`src/rtl/dmac_pkg.sv`:
```
// -----------------------------------------------------------------------------
// dmac_pkg -- shared definitions for the DMA write engine.
//   * dmac_state_e     : write-engine FSM states
//   * AXI_* constants  : burst type, transfer size and response codes
//   * PAGE_BYTES/WORDS : AXI 4 KB page that no burst may cross
//   * page_room_words  : words left before the next 4 KB boundary
// -----------------------------------------------------------------------------
package dmac_pkg;

  typedef enum logic [1:0] {
    ST_IDLE = 2'd0,
    ST_AW   = 2'd1,
    ST_W    = 2'd2,
    ST_B    = 2'd3
  } dmac_state_e;

  localparam logic [1:0] AXI_BURST_INCR = 2'b01;
  localparam logic [2:0] AXI_SIZE_4B    = 3'b010;
  localparam logic [1:0] AXI_RESP_OKAY  = 2'b00;

  localparam int unsigned PAGE_BYTES = 4096;
  localparam int unsigned PAGE_WORDS = PAGE_BYTES / 4;

  // Words remaining in the current 4 KB page, given the word offset
  // (address bits [11:2]) inside that page. Result is always 1..1024.
  function automatic logic [10:0] page_room_words(input logic [9:0] word_off);
    return 11'(PAGE_WORDS) - {1'b0, word_off};
  endfunction

endpackage

```
`src/rtl/dmac_burst_calc.sv`:
```
// -----------------------------------------------------------------------------
// dmac_burst_calc -- combinational burst sizer.
// beats_o = min(words_i, MAX_BURST, words left in the 4 KB page).
// Ports:
//   words_i    in  14        words still to transfer
//   word_off_i in  10        address bits [11:2] of the burst start
//   beats_o    out BEATS_W   beats for the next burst
// -----------------------------------------------------------------------------
module dmac_burst_calc
  import dmac_pkg::*;
#(
  parameter int MAX_BURST = 16,
  parameter int BEATS_W   = $clog2(MAX_BURST + 1)
) (
  input  logic [13:0]        words_i,
  input  logic [9:0]         word_off_i,
  output logic [BEATS_W-1:0] beats_o
);

  logic [10:0] room_s;
  logic [13:0] limit_s;

  assign room_s = page_room_words(word_off_i);

  // Smallest of remaining words, burst ceiling and page room.
  always_comb begin
    limit_s = 14'(MAX_BURST);
    if ({3'b000, room_s} < limit_s) begin
      limit_s = {3'b000, room_s};
    end else begin
      limit_s = 14'(MAX_BURST);
    end
    if (words_i < limit_s) begin
      beats_o = BEATS_W'(words_i);
    end else begin
      beats_o = BEATS_W'(limit_s);
    end
  end

endmodule

```
`src/rtl/dmac_wr_engine.sv`:
```
// -----------------------------------------------------------------------------
// dmac_wr_engine -- moves words from an upstream FIFO to memory as a series
// of AXI3 INCR write bursts (32-bit beats, full strobes, 4 KB-safe).
//
// Optional feature: define DMAC_WR_ERR_EN to add the sticky err_o output,
// set by any non-OKAY write response; without it bresp_i is ignored.
//
// Ports:
//   clk, rst                 clock, synchronous active-high reset
//   start_i                  one-cycle request, honoured only while idle
//   dst_addr_i, byte_len_i   destination byte address, length in bytes
//   busy_o, done_o           transfer active, one-cycle completion pulse
//   fifo_empty_i/rden_o/rdata_i  upstream FIFO (show-ahead head word)
//   aw*_o/awready_i          AXI write-address channel
//   w*_o/wready_i            AXI write-data channel
//   bresp_i/bvalid_i/bready_o AXI write-response channel
//   err_o                    sticky response error (DMAC_WR_ERR_EN only)
// -----------------------------------------------------------------------------
module dmac_wr_engine
  import dmac_pkg::*;
#(
  parameter int DATA_WIDTH = 32,
  parameter int ADDR_WIDTH = 32,
  parameter int MAX_BURST  = 16
) (
  input  logic                  clk,
  input  logic                  rst,
  input  logic                  start_i,
  input  logic [ADDR_WIDTH-1:0] dst_addr_i,
  input  logic [15:0]           byte_len_i,
  output logic                  busy_o,
  output logic                  done_o,
  input  logic                  fifo_empty_i,
  output logic                  fifo_rden_o,
  input  logic [DATA_WIDTH-1:0] fifo_rdata_i,
  output logic [ADDR_WIDTH-1:0] awaddr_o,
  output logic [3:0]            awlen_o,
  output logic [2:0]            awsize_o,
  output logic [1:0]            awburst_o,
  output logic                  awvalid_o,
  input  logic                  awready_i,
  output logic [DATA_WIDTH-1:0] wdata_o,
  output logic [3:0]            wstrb_o,
  output logic                  wlast_o,
  output logic                  wvalid_o,
  input  logic                  wready_i,
  input  logic [1:0]            bresp_i,
  input  logic                  bvalid_i,
  output logic                  bready_o
`ifdef DMAC_WR_ERR_EN
  ,
  output logic                  err_o
`endif
);

  localparam int BEATS_W = $clog2(MAX_BURST + 1);

  dmac_state_e          state_r;
  logic [ADDR_WIDTH-1:0] addr_r;
  logic [13:0]           words_r;   // words left, including the current burst
  logic [BEATS_W-1:0]    beats_r;   // beats of the current burst
  logic [BEATS_W-1:0]    left_r;    // beats of the current burst not yet sent
  logic                  awvalid_r;
  logic                  wlast_r;
  logic                  bready_r;
  logic                  busy_r;
  logic                  done_r;

  logic [ADDR_WIDTH-1:0] calc_addr_s;
  logic [13:0]           calc_words_s;
  logic [BEATS_W-1:0]    calc_beats_s;
  logic                  w_hs_s;
  logic                  unused_len_s;

  // The burst sizer always looks at the burst that would start next: the
  // request inputs while idle, otherwise the position after this burst.
  // That lets IDLE and B load address, count and size in one edge.
  always_comb begin
    calc_addr_s  = addr_r;
    calc_words_s = words_r;
    if (state_r == ST_IDLE) begin
      calc_addr_s  = dst_addr_i & {{(ADDR_WIDTH-2){1'b1}}, 2'b00};
      calc_words_s = byte_len_i[15:2];
    end else begin
      calc_addr_s  = addr_r + ADDR_WIDTH'({beats_r, 2'b00});
      calc_words_s = words_r - 14'(beats_r);
    end
  end

  dmac_burst_calc #(
    .MAX_BURST (MAX_BURST),
    .BEATS_W   (BEATS_W)
  ) u_burst_calc (
    .words_i    (calc_words_s),
    .word_off_i (calc_addr_s[11:2]),
    .beats_o    (calc_beats_s)
  );

  // W channel follows the FIFO directly so a pop only happens on the
  // handshake; reset gates it so an abandoned burst pops nothing more.
  assign wvalid_o    = (state_r == ST_W) & ~fifo_empty_i & ~rst;
  assign w_hs_s      = wvalid_o & wready_i;
  assign fifo_rden_o = w_hs_s;
  assign wdata_o     = fifo_rdata_i;
  assign wstrb_o     = 4'hF;

  assign awaddr_o  = addr_r;
  assign awlen_o   = 4'(beats_r - BEATS_W'(1));
  assign awsize_o  = AXI_SIZE_4B;
  assign awburst_o = AXI_BURST_INCR;
  assign awvalid_o = awvalid_r;
  assign wlast_o   = wlast_r;
  assign bready_o  = bready_r;
  assign busy_o    = busy_r;
  assign done_o    = done_r;

  // Length bits below a word are discarded by design.
  assign unused_len_s = ^byte_len_i[1:0];

  // Transfer FSM with its registered handshake and status outputs.
  always_ff @(posedge clk) begin
    if (rst) begin
      state_r   <= ST_IDLE;
      addr_r    <= '0;
      words_r   <= 14'd0;
      beats_r   <= '0;
      left_r    <= '0;
      awvalid_r <= 1'b0;
      wlast_r   <= 1'b0;
      bready_r  <= 1'b0;
      busy_r    <= 1'b0;
      done_r    <= 1'b0;
    end else begin
      done_r <= 1'b0;
      case (state_r)
        ST_IDLE: begin
          if (start_i) begin
            addr_r  <= calc_addr_s;
            words_r <= calc_words_s;
            beats_r <= calc_beats_s;
            if (calc_words_s != 14'd0) begin
              state_r   <= ST_AW;
              awvalid_r <= 1'b1;
              busy_r    <= 1'b1;
            end else begin
              done_r <= 1'b1;
            end
          end
        end
        ST_AW: begin
          if (awready_i) begin
            awvalid_r <= 1'b0;
            left_r    <= beats_r;
            wlast_r   <= (beats_r == BEATS_W'(1));
            state_r   <= ST_W;
          end
        end
        ST_W: begin
          if (w_hs_s) begin
            if (wlast_r) begin
              wlast_r  <= 1'b0;
              bready_r <= 1'b1;
              state_r  <= ST_B;
            end else begin
              left_r  <= left_r - BEATS_W'(1);
              wlast_r <= (left_r == BEATS_W'(2));
            end
          end
        end
        ST_B: begin
          if (bvalid_i) begin
            bready_r <= 1'b0;
            addr_r   <= calc_addr_s;
            words_r  <= calc_words_s;
            beats_r  <= calc_beats_s;
            if (calc_words_s == 14'd0) begin
              state_r <= ST_IDLE;
              busy_r  <= 1'b0;
              done_r  <= 1'b1;
            end else begin
              state_r   <= ST_AW;
              awvalid_r <= 1'b1;
            end
          end
        end
        default: begin
          state_r   <= ST_IDLE;
          awvalid_r <= 1'b0;
          wlast_r   <= 1'b0;
          bready_r  <= 1'b0;
          busy_r    <= 1'b0;
        end
      endcase
    end
  end

`ifdef DMAC_WR_ERR_EN
  logic err_r;

  // Sticky response error; a new accepted request starts it clean.
  always_ff @(posedge clk) begin
    if (rst) begin
      err_r <= 1'b0;
    end else if ((state_r == ST_IDLE) && start_i) begin
      err_r <= 1'b0;
    end else if (bvalid_i && bready_r && (bresp_i != AXI_RESP_OKAY)) begin
      err_r <= 1'b1;
    end else begin
      err_r <= err_r;
    end
  end

  assign err_o = err_r;
`else
  logic unused_bresp_s;
  assign unused_bresp_s = ^bresp_i;
`endif

endmodule

```
`config.mk`:
```
export PLATFORM = sky130hd
export DESIGN_NAME = dmac_wr_engine
export DESIGN_NICKNAME = d
export VERILOG_FILES = /design/src/rtl/dmac_pkg.sv /design/src/rtl/dmac_burst_calc.sv /design/src/rtl/dmac_wr_engine.sv
export SDC_FILE = /design/constraint.sdc
export NUM_CORES = 1
export LEC_CHECK = 0
export BUFFER_PORTS_ARGS = -buffer_cell sky130_fd_sc_hd__buf_2
export CORE_MARGIN = 5
export CORE_UTILIZATION = 45
export DETAILED_ROUTE_END_ITERATION = 8
export HOLD_SLACK_MARGIN = 0.03
export PLACE_DENSITY = 0.73
export SLEW_MARGIN = 20
export SYNTH_ARGS = -nofsm -noshare
export SYNTH_HDL_FRONTEND = slang
export SYNTH_SLANG_ARGS = --single-unit
```
`constraint.sdc`:
```
create_clock -name clk -period 5.6 [get_ports clk]
set_clock_uncertainty 0.15 [all_clocks]
set_input_delay 0.28 -clock clk [delete_from_list [all_inputs] [get_ports clk]]
set_output_delay 0.28 -clock clk [all_outputs]
set_load 0.02 [all_outputs]
```
==> qor.yml, run 1 <==
syn_to_final_growth_pct: 9.90
drive_gt1_share_pct: 18.3
drc_errors: 0
grt_use_total_pct: 21.6
dp_cells: 868
syn_avg_cell_area_um2: 7.27
cts_htree_levels: 3
max_freq_mhz: 191
wire_per_inst_um: 16.4
grt_pass1_vias: 4831
min_path_type: "in2reg"
synth_flop_cell: "dfxtp_1"
maxCapViolCount: 0
final_cell_mix: "buf_2 (91), nor2_1 (90), nand2_1 (65)"
num_rows: 38
r2r-start: "beats_r[0]"
drtIter0Drc: 393
crit_fanout: 7
worst_pin_slew_ns: 1.11
gr-total-overflow: 0
diodes: 0
status: "complete, no violations"
dr_total_vias: 5168
drv_slew: 0
io_buffers: 91
wl_um: 14500
clk_pin_slew_ns: 0.07
final_cells: 883
powerDensity_nw_per_um2: 619
cts_hold_buf: 0
grt_start_max_net_pins: 77
clockRootBuffer: "clkbuf_8"
place_hpwl_um: 10800
async_flop_share_pct: 0
synthCells: 692
numCtsBuffers: 9
final_common_cell: "buf_2"
synth_edf_count: 0
ant_nets: 0
dieArea_um2: 13400
required_ns: 5.70
critPathKind: "reg2reg"
firstDrtPassIters: 5
place_congestion: 0.903
synthDistinctLibCells: 71
ir_drop_uv: 297
nets: 859
final.period_utilization_pct: 93.7
rrSetupSlack_ns: 0.36
slew_headroom_pct: 26.2
yosys_warnings: 0
core_area_um2: 10900
die_w_um: 116
startpoint_type: "flip-flop"
min_period_ns: 5.24
synthesis.area_um2: 5030
cts_tree: "done"
reg2regPathDepth: 19
tns_ns: 0
grt_pass1_wl_um: 23400
crit_path_end: "beats_r[1]"
crit_path_end_kind: "flip-flop"
clock_latency_ns: 0.36
setup_viol: 0
synth-seq-cells: 61
viasPerCell: 5.85
clockBufferDepth: 2
ys_seq_area_share_pct: 24.3
p_leak_nw: 2.30
cp.arrival_ns: 5.35
finalHoldViolCount: 0
die_h_um: 116
antenna_found_initial: 0
startpoint: "beats_r[0]"
initial_core_util_pct: 46.2
fill_cells: 1074
clock_sinks: 61
pin_count: 173
worst_r2r_endpoint: "beats_r[1]"
==> power breakdown <==
part | switching, mW | leakage, nW | total, mW | internal, mW
clock | 0.183 | 0.0949 | 0.364 | 0.181
sequential | 0.181 | 0.501 | 0.774 | 0.592
combinational | 1.43 | 1.70 | 2.28 | 0.850
total | 1.80 | 2.30 | 3.42 | 1.62
==> metrics by stage <==
stage               util [%]  setup WS (ns)  instance area (µm²)  hold WS, ns  total power [mW]
finish                  50.8          0.356                 5530       0.0763              3.42
global route            50.8        -0.0141                 5530       0.0954              3.72
CTS                     50.6         0.0819                 5510       0.0596              3.40
detailed placement      49.0          0.128                 5340        0.304              3.03
global placement        49.0          0.359                 5340        0.298              2.95
floorplan                  -          0.707                 5090        0.291              2.50
==> routing by layer <==
metal  track usage (%)  share of wire, %  vias to the layer above  wire [µm]
met5                 0                 0                        -          0
met4              7.42               1.4                        0        204
met3              6.21               8.7                       19       1250
met2              34.6                47                      213       6770
met1              28.0                43                     2403       6240
li1                  -                 -                     2533          -
==> synth_stat cells (3+ instances only) <==
master | number | share of area (%)
a22o_1 | 5 | 0.87
and2_1 | 3 | 0.37
or4_1 | 3 | 0.45
o31a_1 | 5 | 0.87
a21o_1 | 8 | 1.2
a21oi_1 | 55 | 5.5
nor2_1 | 90 | 6.7
nand2b_1 | 11 | 1.4
a31oi_1 | 6 | 0.75
nor4b_1 | 3 | 0.52
dfxtp_1 | 61 | 24
nor3_1 | 21 | 2.1
nand4_1 | 6 | 0.75
mux2i_1 | 9 | 1.8
inv_1 | 31 | 2.3
xnor2_1 | 7 | 1.2
nor2b_1 | 6 | 0.75
a22oi_1 | 11 | 1.6
nand3_1 | 22 | 2.2
o21a_1 | 3 | 0.45
o21ai_0 | 41 | 4.1
o2111ai_1 | 7 | 1.2
or3_1 | 4 | 0.50
o31ai_1 | 6 | 0.90
xor2_1 | 4 | 0.70
and3_1 | 3 | 0.37
a211oi_1 | 20 | 3.0
buf_4 | 44 | 6.6
o22ai_1 | 7 | 0.87
ha_1 | 29 | 7.2
nand2_1 | 65 | 4.9
o211ai_1 | 3 | 0.45
clkbuf_1 | 32 | 2.4
nor4_1 | 13 | 1.6
==> final cells by class <==
cell class              count  area (µm²)  share of cell area, %
inverters                  31         116                   2.11
multi-input cells         536        3320                   60.0
clock inverters             4        23.8                  0.430
well taps                 140         175                   3.17
repair buffers            100         523                   9.46
clock buffers              11         151                   2.74
flip-flops and latches     61        1220                   22.1
==> critical path, cell delays in order, from the launching register on <==
cell and delay (ns):
dfxtp_1 0.46, ha_1 0.27, inv_1 0.07, fa_1 0.48, nor2_1 0.04, a21oi_1 0.24, ha_1 0.23, nand2_1 0.07
or4_1 0.56, a21o_1 0.25, nor3_4 0.21, nand2_1 0.09, ha_1 0.28, and4_1 0.21, a221o_1 0.35, a211oi_1 0.29
o221ai_2 0.21, o2111ai_2 0.33, o22ai_1 0.14, a22o_1 0.21
==> repair_timing <==
item	4_1_cts	5_1_grt
setup buffers	0	0
hold endpoints to repair	0	0
resized for setup	0	3
endpoints found under the setup margin	0	4
==> logic make-up (layout without fill, tap and decap cells) <==
family,count (synthesis),in the layout,share of synthesized area [%]
AOI/OAI and AO/OA,202,202,26.8
xor gates and xnor gates,11,11,1.92
other,2,17,0.149
muxes,10,10,2.01
adders and majority gates,31,31,8.01
and+or+nand+nor,265,265,25.3
buffers and inverters,110,146,11.5
DFF,61,61,24.3
==> how the worst min path moves through the flow <==
| stage | from | to | slack (ns) | cells after the start |
|---|---|---|---|---|
| final | dst_addr_i[31] | awaddr_o[31] | 0.08 | 3 |
| after global routing | dst_addr_i[31] | awaddr_o[31] | 0.1 | 3 |
| after CTS | dst_addr_i[31] | awaddr_o[31] | 0.06 | 3 |
| after detailed placement | words_r[2] | words_r[2] | 0.30 | 2 |
| after global placement | words_r[2] | words_r[2] | 0.30 | 2 |
| after floorplan | words_r[2] | words_r[2] | 0.29 | 2 |
==> flip-flops by register name, summed over array words and instances (netlist names) <==
| register | cells |
|---|---|
| awaddr_o | 30 |
| words_r | 14 |
| beats_r | 5 |
| left_r | 5 |
| state_r | 2 |
| awvalid_o | 1 |
| bready_o | 1 |
| busy_o | 1 |
| done_o | 1 |
| wlast_o | 1 |
No activity file was read; power rests on OpenSTA's default activity.
==> run 2, diff against run 1 <==
Settings changed: RECOVER_POWER set to 50.
==> run 2 against run 1 <==
Sequential power about the same. Via count is 0.17% higher. Wire length rose by 0.15%. Non-clock buffer count did not move. Combinational power hardly changed. Critical path depth stayed put. Power is 0.68% lower. Worst setup slack lost 0.0097 ns. Worst hold slack lost 0.0039 ns. Utilization down 0.39 points. Clock-buffer cell count is the same.
==> qor.yml, run 2 (synthesis results as in run 1) <==
status: "complete, no violations"
cts_setup_buffers: 0
grt_start_max_net_pins: 77
fin_area_um2: 5490
dp_cells: 868
syn_to_final_growth_pct: 9.05
setup_viol: 0
final_core_util_pct: 50.4
clock_latency_ns: 0.36
clockRootBuffer: "clkbuf_8"
numCtsBuffers: 9
dieArea_um2: 13400
die_h_um: 116
viasPerCell: 5.86
largest_reg_flops: 30
powerDensity_nw_per_um2: 619
crit_fanout: 7
grt_use_total_pct: 21.6
worstPathCellList: "ha_1 -> inv_1 -> fa_1 -> nor2_1 -> a21oi_1 -> ha_1 -> nand2_1 -> or4_1 -> a21o_1 -> nor3_4 -> nand2_1 -> ha_1 -> and4_1 -> a221o_1 -> a211oi_1 -> o221ai_2 -> o2111ai_2 -> o21ai_0 -> a21o_1"
clock_sinks: 61
holdWs_ns: 0.0725
cts_htree_levels: 3
initial_core_util_pct: 46.2
tns_ns: 0
wire_per_inst_um: 16.4
maxCapViolCount: 0
slew_headroom_pct: 26.1
worst_pin_slew_ns: 1.11
num_rows: 38
cp_num_buf_inv: 1
cpMaxStageDelayCell: "or4_1"
clk_pin_slew_ns: 0.07
diodes: 0
final_cell_mix: "nor2_1 (90), nand2_1 (65), dfxtp_1 (61)"
grt_pass1_vias: 4831
preCtsSetupSlack_ns: 0.128
drtIter0Drc: 405
cts_tree: "done"
grt_pass1_wl_um: 23400
io_buffers: 91
nets: 859
max_freq_mhz: 190
place_hpwl_um: 10800
place_congestion: 0.903
required_ns: 5.70
final.period_utilization_pct: 93.8
dpl_cell_area_um2: 5340
worst_slack_ns: 0.346
die_w_um: 116
crit_path_end_kind: "flip-flop"
pin_count: 173
max_stage_delay_ns: 0.56
min_period_ns: 5.25
antenna_found_initial: 0
dr_total_vias: 5177
total_power_mw: 3.40
drive_gt1_share_pct: 13.7
drc_errors: 0
cp.arrival_ns: 5.35
startpoint_type: "flip-flop"
path_delay_family: "compound AO/OA/AOI/OAI gates"
drv_slew: 0
finalHoldViolCount: 0
firstDrtPassIters: 5
final_common_cell: "nor2_1"
wl_um: 14500
ir_drop_uv: 291
gr-total-overflow: 0
p_leak_nw: 2.17
cpMostUsedCell: "ha_1"
min_path_type: "in2reg"
final_cells: 883
clockBufferDepth: 2
ant_nets: 0
core_area_um2: 10900
rrSetupSlack_ns: 0.35
critPathKind: "reg2reg"
## run 2: layer usage
| layer | wire, µm | global-route usage, % | vias to the layer above | part of all wire, % |
|---|---|---|---|---|
| li1 | - | - | 2534 | - |
| met3 | 1260 | 6.21 | 21 | 8.7 |
| met5 | 0 | 0 | - | 0 |
| met4 | 218 | 7.42 | 0 | 1.5 |
| met1 | 6310 | 28.0 | 2430 | 44 |
| met2 | 6710 | 34.6 | 192 | 46 |
## run 2: repair_timing
item / CTS / global route
resized for setup: 0 / 3
hold buffers: 0 / 0
setup endpoints to repair: 0 / 4
## run 2: cell type report
class	instances	area, µm²
Sequential cell	61	1220
Multi-Input combinational cell	536	3320
Timing Repair Buffer	100	480
Fill cell	1094	5400
Clock buffer	11	151
Clock inverter	4	23.8
Inverter	31	116
Tap cell	140	175
## run 2: worst paths after layout
| path | start | end | cells after the start |
|---|---|---|---|
| worst min-delay path | dst_addr_i[31] | awaddr_o[31] | 3 |
| worst max register to register | beats_r[0] | beats_r[3] | 19 |
| worst min register to register | words_r[2] | words_r[2] | 2 |
| worst max-delay path | beats_r[0] | beats_r[3] | 19 |
## run 2: worst register-to-register path: cells and delay by family (launching register included)
kind / cells / cell delay (ns)
adders and majority gates: 4 / 1.27
DFF: 1 / 0.46
AOI/OAI and AO/OA: 8 / 2.03
and+or+nand+nor: 6 / 1.17
buffers and inverters: 1 / 0.07
## run 2: where the power goes
group | total (mW) | leakage [nW] | switching [mW] | internal, mW
registers | 0.775 | 0.501 | 0.183 | 0.592
clock network | 0.362 | 0.0949 | 0.182 | 0.180
logic | 2.26 | 1.57 | 1.43 | 0.827
==> run 3, diff against run 2 <==
Settings changed: CELL_PAD_IN_SITES_DETAIL_PLACEMENT set to 1, CELL_PAD_IN_SITES_GLOBAL_PLACEMENT set to 2, CORE_UTILIZATION 45 to 27, PLACE_DENSITY 0.73 to unset, PLACE_DENSITY_LB_ADDON set to 0.1, RECOVER_POWER 50 to unset, TNS_END_PERCENT set to 5.
==> run 3 against run 2 <==
Combinational power is 6% higher. Worst hold slack improved by 0.0024 ns. Cell area increased by 5.1%. Register-to-register slack improved by 0.11 ns. Final cell count rose by 11%. Clock-buffer cell count rose by 2. Non-clock buffer count rose by 1. Worst setup slack improved by 0.11 ns. Global-route usage decreased by 4.4 points. Utilization fell by 19 points. Largest power group unchanged.
==> qor.yml, run 3 (synthesis results as in run 1) <==
status: "complete, no violations"
core_area_um2: 18500
wire_per_inst_um: 18.6
firstDrtPassIters: 4
crit_path_end_kind: "flip-flop"
crit_fanout: 5
initial_core_util_pct: 27.2
dp_cells: 963
clock_latency_ns: 0.34
worst_slack_ns: 0.459
slew_headroom_pct: 42.7
die_w_um: 146
tns_ns: 0
min_period_ns: 5.14
grt_pass1_vias: 5469
clk_pin_slew_ns: 0.06
min_path_type: "in2reg"
required_ns: 5.68
finalHoldViolCount: 0
dieArea_um2: 21500
worst_pin_slew_ns: 0.854
cts_htree_levels: 3
wl_um: 18200
worstHoldPathCells: 3
clockBufferDepth: 2
drtIter0Drc: 247
viasPerCell: 5.25
drv_slew: 0
final_core_util_pct: 31.1
nets: 860
worst_r2r_endpoint: "beats_r[2]"
holdWs_ns: 0.0749
clock_sinks: 61
io_buffers: 91
diodes: 0
drive_gt1_share_pct: 18.0
max_freq_mhz: 195
place_hpwl_um: 13500
numCtsBuffers: 9
total_power_mw: 3.69
dr_total_vias: 5137
final_cells: 978
final_common_cell: "buf_2"
hp-start: "dst_addr_i[31]"
ir_drop_uv: 180
rrSetupSlack_ns: 0.46
die_h_um: 146
clockRootBuffer: "clkbuf_16"
powerDensity_nw_per_um2: 640
final.period_utilization_pct: 91.8
r2r-start: "awaddr_o[2]"
preCtsSetupSlack_ns: 0.279
startpoint_type: "flip-flop"
rsz0062_at_grt: "no"
p_leak_nw: 2.34
antenna_found_initial: 1
final_cell_mix: "buf_2 (91), nor2_1 (90), nand2_1 (65)"
largest_reg_flops: 30
syn_to_final_growth_pct: 14.6
num_rows: 50
dpl_cell_area_um2: 5500
cts_hold_buf: 0
maxCapViolCount: 0
grt_use_total_pct: 17.2
drc_errors: 0
critPathKind: "reg2reg"
ctsResizeCount: 0
setup_viol: 0
grt_start_max_net_pins: 75
cts_tree: "done"
cts_setup_buffers: 0
grt_pass1_wl_um: 29700
min_to: "awaddr_o[31]"
ant_nets: 0
place_congestion: 0.814
fill_cells: 2314
fin_area_um2: 5770
reg2regPathDepth: 20
gr-total-overflow: 0
pin_count: 173
cp.arrival_ns: 5.22
run 3: metal layers:
metal	up-vias	track usage (%)	part of all wire, %
met1	2474	21.4	47
met2	98	29.3	47
met5	-	0	0.11
met3	23	3.85	4.5
li1	2540	-	-
met4	2	5.60	1.5
run 3: worst max path at each step:
stage | end | slack [ns] | startpoint | cells past startpoint
2_1_floorplan | beats_r[1] | 0.71 | awaddr_o[2] | 19
3_3_place_gp | beats_r[1] | 0.43 | awaddr_o[2] | 20
3_5_place_dp | beats_r[2] | 0.28 | awaddr_o[2] | 20
4_1_cts | beats_r[2] | 0.25 | awaddr_o[2] | 20
5_1_grt | beats_r[1] | 0.05 | awaddr_o[2] | 20
6_report | beats_r[2] | 0.46 | awaddr_o[2] | 20
run 3: final cells by class:
cell class	count	area, µm²	share of cell area (%)
well taps	234	293	5.08
multi-input cells	536	3320	57.6
flip-flops and latches	61	1220	21.2
clock buffers	13	250	4.34
inverters	31	116	2.02
repair buffers	101	556	9.64
clock inverters	2	10.0	0.174
run 3: power breakdown:
part	total (mW)	leakage (nW)	internal, mW	switching [mW]
Combinational	2.39	1.71	0.879	1.51
Sequential	0.778	0.501	0.593	0.185
Clock	0.525	0.129	0.308	0.216
run 3: worst max-delay path, stage by stage (launching register included):
cell	delay (ns)
dfxtp_1	0.36
ha_1	0.25
inv_1	0.08
fa_1	0.49
nor2_1	0.06
a21oi_2	0.19
ha_1	0.23
nand2_1	0.07
or4_1	0.58
a21o_1	0.22
nor3_1	0.15
buf_4	0.16
nand2_1	0.05
ha_1	0.27
and4_1	0.20
a221o_1	0.35
a211oi_1	0.30
o221ai_2	0.21
o2111ai_2	0.33
nor3_1	0.08
a22o_1	0.26
